File: src/rtl/imm_gen_pipe.sv
// imm_gen_pipe: pipelined LEGv8 immediate generator for the decode stage.
// Decodes D, CB, B, I and IW immediates (anything else is sign-extended as a
// raw 32-bit word) and presents them through a valid/ready stage. A skid
// register lets decode stall without a combinational ready path.
// Optional feature macro: BYTE_OFFSET_EN -- when defined, CB and B results
// are scaled to byte offsets (shifted left by 2); otherwise they are word offsets.
module imm_gen_pipe #(
  parameter int XLEN  = 64,
  parameter int FMT_W = 3
) (
  input  logic             clk,
  input  logic             rst,
  input  logic             flush,
  input  logic             in_valid,
  output logic             in_ready,
  input  logic [31:0]      in_instr,
  output logic             out_valid,
  input  logic             out_ready,
  output logic [XLEN-1:0]  out_imm,
  output logic [FMT_W-1:0] out_fmt
);

  // Encoding chosen so out_valid and in_ready are single state-flop bits.
  typedef enum logic [1:0] {
    ST_E = 2'b00,
    ST_O = 2'b01,
    ST_F = 2'b11
  } state_t;

  state_t state_q, state_d;

  logic                 accept;
  logic                 drain;
  logic                 ld_or_in;
  logic                 ld_or_sr;
  logic                 ld_sr;

  logic signed [63:0]   dec_imm_p0;
  logic [FMT_W-1:0]     dec_fmt_p0;

  logic [XLEN-1:0]      or_imm_p1;
  logic [FMT_W-1:0]     or_fmt_p1;
  logic [XLEN-1:0]      sr_imm_p1;
  logic [FMT_W-1:0]     sr_fmt_p1;

  // Branch displacements are word offsets unless byte scaling is built in.
  function automatic logic signed [63:0] branch_scale(input logic signed [63:0] v);
`ifdef BYTE_OFFSET_EN
    return v <<< 2;
`else
    return v;
`endif
  endfunction

  assign out_valid = state_q[0];
  assign in_ready  = ~state_q[1];
  assign accept    = in_valid & in_ready;
  assign drain     = out_valid & out_ready;

  // ---- stage p0: combinational immediate decode, first match wins ----
  // Decode the immediate at 64 bits; truncation to XLEN happens on capture.
  always_comb begin
    dec_imm_p0 = {{32{in_instr[31]}}, in_instr};
    dec_fmt_p0 = FMT_W'(0);
    if (in_instr[31:24] == 8'hB4 || in_instr[31:24] == 8'hB5 ||
        in_instr[31:24] == 8'h54) begin
      dec_imm_p0 = branch_scale({{45{in_instr[23]}}, in_instr[23:5]});
      dec_fmt_p0 = FMT_W'(2);
    end else if (in_instr[31:26] == 6'b000101 || in_instr[31:26] == 6'b100101) begin
      dec_imm_p0 = branch_scale({{38{in_instr[25]}}, in_instr[25:0]});
      dec_fmt_p0 = FMT_W'(3);
    end else if (in_instr[31:21] == 11'h7C2 || in_instr[31:21] == 11'h7C0) begin
      dec_imm_p0 = {{55{in_instr[20]}}, in_instr[20:12]};
      dec_fmt_p0 = FMT_W'(1);
    end else if (in_instr[31:22] == 10'h244 || in_instr[31:22] == 10'h344) begin
      dec_imm_p0 = {52'd0, in_instr[21:10]};
      dec_fmt_p0 = FMT_W'(4);
    end else if (in_instr[31:23] == 9'h1A5 || in_instr[31:23] == 9'h1E5) begin
      dec_imm_p0 = {48'd0, in_instr[20:5]} << {in_instr[22:21], 4'd0};
      dec_fmt_p0 = FMT_W'(5);
    end
  end

  // Next entry state and register load enables; flush overrides any transfer in.
  always_comb begin
    state_d  = state_q;
    ld_or_in = 1'b0;
    ld_or_sr = 1'b0;
    ld_sr    = 1'b0;
    case (state_q)
      ST_E: begin
        if (accept) begin
          ld_or_in = 1'b1;
          state_d  = ST_O;
        end
      end
      ST_O: begin
        if (accept && drain) begin
          ld_or_in = 1'b1;
        end else if (accept) begin
          ld_sr   = 1'b1;
          state_d = ST_F;
        end else if (drain) begin
          state_d = ST_E;
        end
      end
      ST_F: begin
        if (drain) begin
          ld_or_sr = 1'b1;
          state_d  = ST_O;
        end
      end
      default: state_d = ST_E;
    endcase
    if (flush) begin
      state_d  = ST_E;
      ld_or_in = 1'b0;
      ld_or_sr = 1'b0;
      ld_sr    = 1'b0;
    end
  end

  // Entry-state register.
  always_ff @(posedge clk or posedge rst) begin
    if (rst) state_q <= ST_E;
    else     state_q <= state_d;
  end

  // ---- stage p1: output register and skid register ----
  // Data holds whenever no load is enabled, so a stalled or flushed output stays stable.
  always_ff @(posedge clk or posedge rst) begin
    if (rst) begin
      or_imm_p1 <= '0;
      or_fmt_p1 <= '0;
      sr_imm_p1 <= '0;
      sr_fmt_p1 <= '0;
    end else begin
      if (ld_or_in) begin
        or_imm_p1 <= dec_imm_p0[XLEN-1:0];
        or_fmt_p1 <= dec_fmt_p0;
      end else if (ld_or_sr) begin
        or_imm_p1 <= sr_imm_p1;
        or_fmt_p1 <= sr_fmt_p1;
      end
      if (ld_sr) begin
        sr_imm_p1 <= dec_imm_p0[XLEN-1:0];
        sr_fmt_p1 <= dec_fmt_p0;
      end
    end
  end

  assign out_imm = or_imm_p1;
  assign out_fmt = or_fmt_p1;

endmodule
File: config.mk
export PLATFORM = sky130hd
export DESIGN_NAME = imm_gen_pipe
export DESIGN_NICKNAME = d
export VERILOG_FILES = /design/src/rtl/imm_gen_pipe.sv
export SDC_FILE = /design/constraint.sdc
export NUM_CORES = 1
export LEC_CHECK = 0
export BUFFER_PORTS_ARGS = -buffer_cell sky130_fd_sc_hd__buf_2
export CAP_MARGIN = 20
export CORE_ASPECT_RATIO = 0.9
export CORE_MARGIN = 8
export CORE_UTILIZATION = 50
export CTS_CLUSTER_SIZE = 16
export DETAILED_ROUTE_END_ITERATION = 10
export PLACE_DENSITY = 0.71
export SKIP_CTS_REPAIR_TIMING = 1
export SLEW_MARGIN = 20
export SYNTH_ARGS = -nofsm -noshare
export SYNTH_HDL_FRONTEND = slang
export SYNTH_SLANG_ARGS = --single-unit
File: constraint.sdc
create_clock -name clk -period 6.5 [get_ports clk]
set_clock_uncertainty 0.05 [all_clocks]
set_input_delay 0.325 -clock clk [delete_from_list [all_inputs] [get_ports clk]]
set_output_delay 0.325 -clock clk [all_outputs]
set_load 0.01 [all_outputs]
# ---- Word level (Yosys, flattened, before mapping)
# Cells that the tools add are included.
dict set report classes {
  n_eq_ne 17
  shifts 1
  n_mux 31
  bitwise_logic 3
  n_reduce_logical 10
}
# op n
set op_table {}
lappend op_table {{$mux 64} 7}
lappend op_table {{$shl 16x6->64} 1}
lappend op_table {{$eq 11x11->1 const B} 2}
lappend op_table {{$mux 3} 7}
lappend op_table {{$eq 10x10->1 const B} 2}
lappend op_table {{$eq 9x9->1 const B} 2}
lappend op_table {{$eq 8x8->1 const B} 2}
lappend op_table {{$mux 2} 6}
lappend op_table {{$mux 1} 9}
lappend op_table {{$ne 3x3->1 const B} 3}
lappend op_table {{$eq 8x7->1 const B} 1}
lappend op_table {{$eq 6x3->1 const B} 1}
lappend op_table {{$eq 6x6->1 const B} 1}
lappend op_table {{$logic_or 1x1->1} 6}
lappend op_table {{$pmux 2 s3} 1}
lappend op_table {{$ne 4x4->1 const B} 1}
lappend op_table {{$reduce_and 4->1} 1}
lappend op_table {{$and 1x1->1} 2}
lappend op_table {{$eq 2x1->1 const B} 1}
lappend op_table {{$eq 2x2->1 const B} 1}
lappend op_table {{$logic_not 2->1} 1}
lappend op_table {{$pmux 1 s2} 1}
lappend op_table {{$reduce_bool 2->1} 1}
lappend op_table {{$logic_and 1x1->1} 1}
lappend op_table {{$not 1->1} 1}
dict set report totals {
  regBits 136
  inputBits 37
  out_inout_bits 69
  wordCells 67
}

# ---- Depth between registers and ports, before layout
dict set report logic_depth {
  word_depth 8
  mapped_depth 9
  ltp_nobuf 7
}

# ---- Least setup slack after synthesis
# OpenSTA, ideal clock, no wires.
dict set report synth_path {
  path_kind {input to register}
  from {input port in_instr[25]}
  to {register or_imm_p1[57], in the netlist out_imm[57]}
  setup_time_ns 0.083
  arrival_ns 2.033
  required_time_ns 6.367
  path_slack_ns 4.334
  path_stages 9
  path_buffers 4
  path_cell_list {buf_6 -> or4b_1 -> buf_2 -> nor4_4 -> a211o_1 -> buf_6 -> buf_6 -> a31oi_1 -> o22ai_1}
}
dict set report synth_via {
  elab_chain_cells 8
}
# element line
set synth_rtl {}
lappend synth_rtl {{from (decl)} 16} ;# input logic [31:0] in_instr,
lappend synth_rtl {{$eq 9x9->1} 78} ;# end else if (in_instr[31:23] == 9'h1A5 || in_instr[31:23] == 9'h1E5) begin
lappend synth_rtl {{$logic_or 1x1->1} 78}
lappend synth_rtl {{$mux 64} 78}
lappend synth_rtl {{$mux 64} 75} ;# end else if (in_instr[31:22] == 10'h244 || in_instr[31:22] == 10'h344) begin
lappend synth_rtl {{$mux 64} 72} ;# end else if (in_instr[31:21] == 11'h7C2 || in_instr[31:21] == 11'h7C0) begin
lappend synth_rtl {{$mux 64} 69} ;# end else if (in_instr[31:26] == 6'b000101 || in_instr[31:26] == 6'b100101) begin
lappend synth_rtl {{$mux 64 (*)} 65} ;# if (in_instr[31:24] == 8'hB4 || in_instr[31:24] == 8'hB5 ||
lappend synth_rtl {{$mux 64 (*)} 138} ;# if (ld_or_in) begin
lappend synth_rtl {{to (signal assigned)} 139} ;# or_imm_p1 <= dec_imm_p0[XLEN-1:0];
lappend synth_rtl {{to (signal assigned)} 142} ;# or_imm_p1 <= sr_imm_p1;
lappend synth_rtl {{to (decl)} 41} ;# logic [XLEN-1:0] or_imm_p1;
# Mark *: on every way between the ends. The rest lies on a longest branch, timed or not.
# A chain may end at the register's enable or synchronous reset.

# ---- Worst setup path after layout
dict set report layout_path {
  from {input port in_instr[31]}
  to {register or_imm_p1[29], in the netlist out_imm[29]}
}
# The elaborated chain is that of the path after synthesis.

==> out/results.tsv <==
stage	metric	value	unit
place	count of buffers from port buffering	105	
clock_network	clock insertion delay at the later pin of the skew report	0.42	ns
pwr	share of total power consumed by net switching	33.8	%
finish	Final #Nets	863	
synthesis	number of synthesized flops with an enable pin	0	
critical_path	startpoint type of the worst setup path	input pin	
synthesis	Seq/Total Area, Yosys	46.2	%
critical_path	critical path depth	6	
drt	Detail Route Antenna Nets	0	
synthesis	most instantiated flip-flop cell in the synthesis netlist	sky130_fd_sc_hd__dfrtp_1	
synthesis	post-synthesis cell type count	65	
synthesis	flip-flop and latch count after synthesis	136	
die	DIE WIDTH	144	um
clock_network	total CTS buffers	17	
drt	wirelength, routed	23200	um
critical_path	cell count of the worst reg-to-reg path	6	
critical_path	Worst R2R End	out_imm[1]	
critical_path	Arrival @ worst endpoint	3.00	ns
drt	vias per std cell	6.43	
timing	share of the clock period used by the worst path	42.0	%
drt	routed len/inst	22.4	um
timing	transition time at the pin with the least slew margin	1.15	ns
drt	1st-pass router iterations	5	
synthesis	number of nets produced by synthesis	806	
pwr	Logic pwr share	30.5	%
global_routing	wire length of the first global-routing pass	36200	um
status	result of the run	finished, final reports clean	
finish	Finished Layout Cells	1035	
die	Initial Utilization	50.7	%
critical_path	critical path endpoint	out_imm[29]	
pwr	IR drop worst, VDD	0.000258	V
run	number of violations of the max-capacitance limit	0	
clock_network	clk root buf	sky130_fd_sc_hd__clkbuf_16	
finish	area added between synthesis and finish	16.2	%
critical_path	Critical Path Slowest Stage Cell	sky130_fd_sc_hd__a211oi_4	
critical_path	crit-path most repeated cell	sky130_fd_sc_hd__o21ai_0	
synthesis	fraction of synthesized cell area taken by the top area cell type	46.2	%
pwr	overall power consumption	3630	uW
pwr	leak pwr	0.00402	uW
pwr	pwr dens	424	nW/um2
pwr	Switching Power	1230	uW
timing	f_max	367	MHz
place	dpl hpwl	14700	um
drt	total via count after detailed routing	6657	
timing	time the worst path needs with I/O delays and setup	2.73	ns
timing	Setup violations, final	0	
synthesis	proportion of register bits with asynchronous set or reset after synthesis	100	%
global_routing	largest net degree at the start of global routing	85	
clock_network	clock sinks	136	
die	Placeable Area	14600	um2
critical_path	maximum fanout encountered on the critical timing path	37	
synthesis	main area contributors after synthesis	sky130_fd_sc_hd__dfrtp_1 (46%), sky130_fd_sc_hd__mux2i_1 (6.4%), sky130_fd_sc_hd__a31oi_1 (5.7%)	
hold_path	min-delay worst type	input pin to flop	
pwr	power share of the clock group	28.7	%
synthesis	Yosys top cell by area	sky130_fd_sc_hd__dfrtp_1	
critical_path	family with the most delay on the worst path	compound AO/OA/AOI/OAI gates	
pwr	fraction of power consumed by sequential logic	40.9	%
critical_path	Crit Reg-Reg Startpoint	state_q[0]	
clock_network	clock-pin slew on the worst setup and hold paths	0.06	ns
global_routing	GRT overflow	0	
drt	number of design rule violations left after detail routing	0	
critical_path	cell chain of the critical path	buf_2 -> or4b_1 -> a211oi_4 -> a211o_2 -> o21ai_0 -> o21ai_0	
synthesis	synthesized instance count	765	
critical_path	slack of the worst reg-to-reg path	3.95	ns
critical_path	CP Launch Point	in_instr[31]	
timing	smallest setup slack after layout	3.77	ns
critical_path	critical path's largest stage delay	0.78	ns
die	number of standard-cell rows in the floorplan	42	
pwr	internal power component	2410	uW
die	area of the die	18900	um2
global_routing	number of antenna violations at the first check in global routing	3	
timing	number of max-slew violations in the final report	0	
die	height of the die	131	um
clock_network	maximum clock insertion buffer count	2	
critical_path	CP endpoint kind	flop	
place	final weighted congestion in routability-driven placement	0.957	
global_routing	total global routing track utilization	24.3	%
timing	RSZ-0062 raised after global routing	false	
clock_network	htree depth	4	
drt	DR iter-0 viols	716	
place	Cells after DPL	1000	
timing	headroom to the max-slew limit	23.5	%
synthesis	post-synthesis average cell area	9.64	um2
global_routing	via count of the first global-routing pass	6506	
synthesis	netlist area before placement	7370	um2
critical_path	start-to-end type of the worst setup path	input pin to flop	
finish	Layout Utilization	58.9	%
die	total I/O pin count	106	
synthesis	yosys synthesis warning count	0	
place	pre-CTS setup slack	2.99	ns
finish	share of final-layout standard cells stronger than drive strength 1	22.6	%
clock_network	clock tree from TritonCTS	built	
timing	total negative setup slack	0	ns
critical_path	worst path required time	6.77	ns
timing	final hold viol count	0	
critical_path	number of buffers and inverters on the critical path	1	
## metal layers
metal  GRT usage, %  routed length (um)
met2           36.0               10600
met1           33.4                9800
met5              0                  24
met3           5.79                2110
met4           9.92                 692
## sequential cells by signal, summed over array words and instances (netlist names)
register   cells
state_q        2
sr_imm_p1     64
out_fmt        3
sr_fmt_p1      3
out_imm       64
## tightest hold or removal path, delay by kind of cell
family,cells,cell delay [ns]
buffers and inverters,1,0.17
AO/OA/AOI/OAI,1,0.12
multiplexers,1,0.06
## logic make-up (layout without fill, tap and decap cells)
| family | count (synthesis) | count (layout) | share of synthesized area [%] |
|---|---|---|---|
| multiplexers | 69 | 69 | 9.74 |
| adder cells (fa/ha/maj) | 4 | 4 | 0.679 |
| flip-flops | 136 | 136 | 46.2 |
| other | 0 | 2 | 0 |
| buffers and inverters | 86 | 156 | 5.21 |
| AND/OR/NAND/NOR | 170 | 170 | 11.4 |
| XOR/XNOR | 1 | 1 | 0.119 |
| AO/OA/AOI/OAI | 299 | 299 | 26.7 |
## cell usage in the layout, fill, tap and decap left out, drive strengths merged, types with 20 or more instances in the layout
cell type | netlist | routed
o21ai | 76 | 76
o22ai | 38 | 38
a21o | 34 | 34
mux2i | 47 | 47
nor2 | 35 | 35
buf | 21 | 117
clkbuf | 59 | 20
a31oi | 67 | 67
mux2 | 22 | 22
dfrtp | 136 | 136
nand2 | 77 | 77
## power groups by stage
stage	clock (uW)	sequential (uW)	combinational [uW]
global placement	0	1460	1070
global route	1080	1530	1230
CTS	1050	1480	1120
detailed placement	0	1490	1100
finish	1040	1490	1110
floorplan	0	1540	625
## final cells by class
cell class	instances	area [um2]
fillers	1263	5990
multi-input cells	543	3620
clock buffers	20	467
repair buffers	118	629
clock inverters	12	171
diodes	2	5.00
inverters	6	27.5
flip-flops and latches	136	3400
well taps	198	248
## synth_stat cells (all sizes together) (8+ instances only)
| library cell | count |
|---|---|
| o221ai | 8 |
| a22oi | 11 |
| mux2 | 22 |
| o22ai | 38 |
| nor2 | 35 |
| dfrtp | 136 |
| buf | 21 |
| nand2 | 77 |
| a21oi | 16 |
| o21ai | 76 |
| mux2i | 47 |
| a32o | 11 |
| a21o | 34 |
| nand3 | 11 |
| clkbuf | 59 |
| a31oi | 67 |
## worst min path at each step
stage | cells after the start | slack (ns) | to | from
detailed placement | 2 | 0.35 | out_imm[17] | rst
global route | 3 | 0.26 | out_imm[4] | in_instr[4]
global placement | 2 | 0.33 | out_imm[17] | rst
CTS | 2 | -0.09 | out_imm[23] | rst
floorplan | 2 | 0.39 | sr_imm_p1[21] | sr_imm_p1[21]
finish | 3 | 0.25 | state_q[0] | flush
## metrics by stage
step	instance area (um2)	hold slack (ns)
2_1_floorplan	7370	0.395
3_3_place_gp	7900	0.334
3_5_place_dp	7900	0.347
4_1_cts	8540	-0.0942
5_1_grt	8560	0.256
6_report	8570	0.246
(Power assumes the default switching activity.)
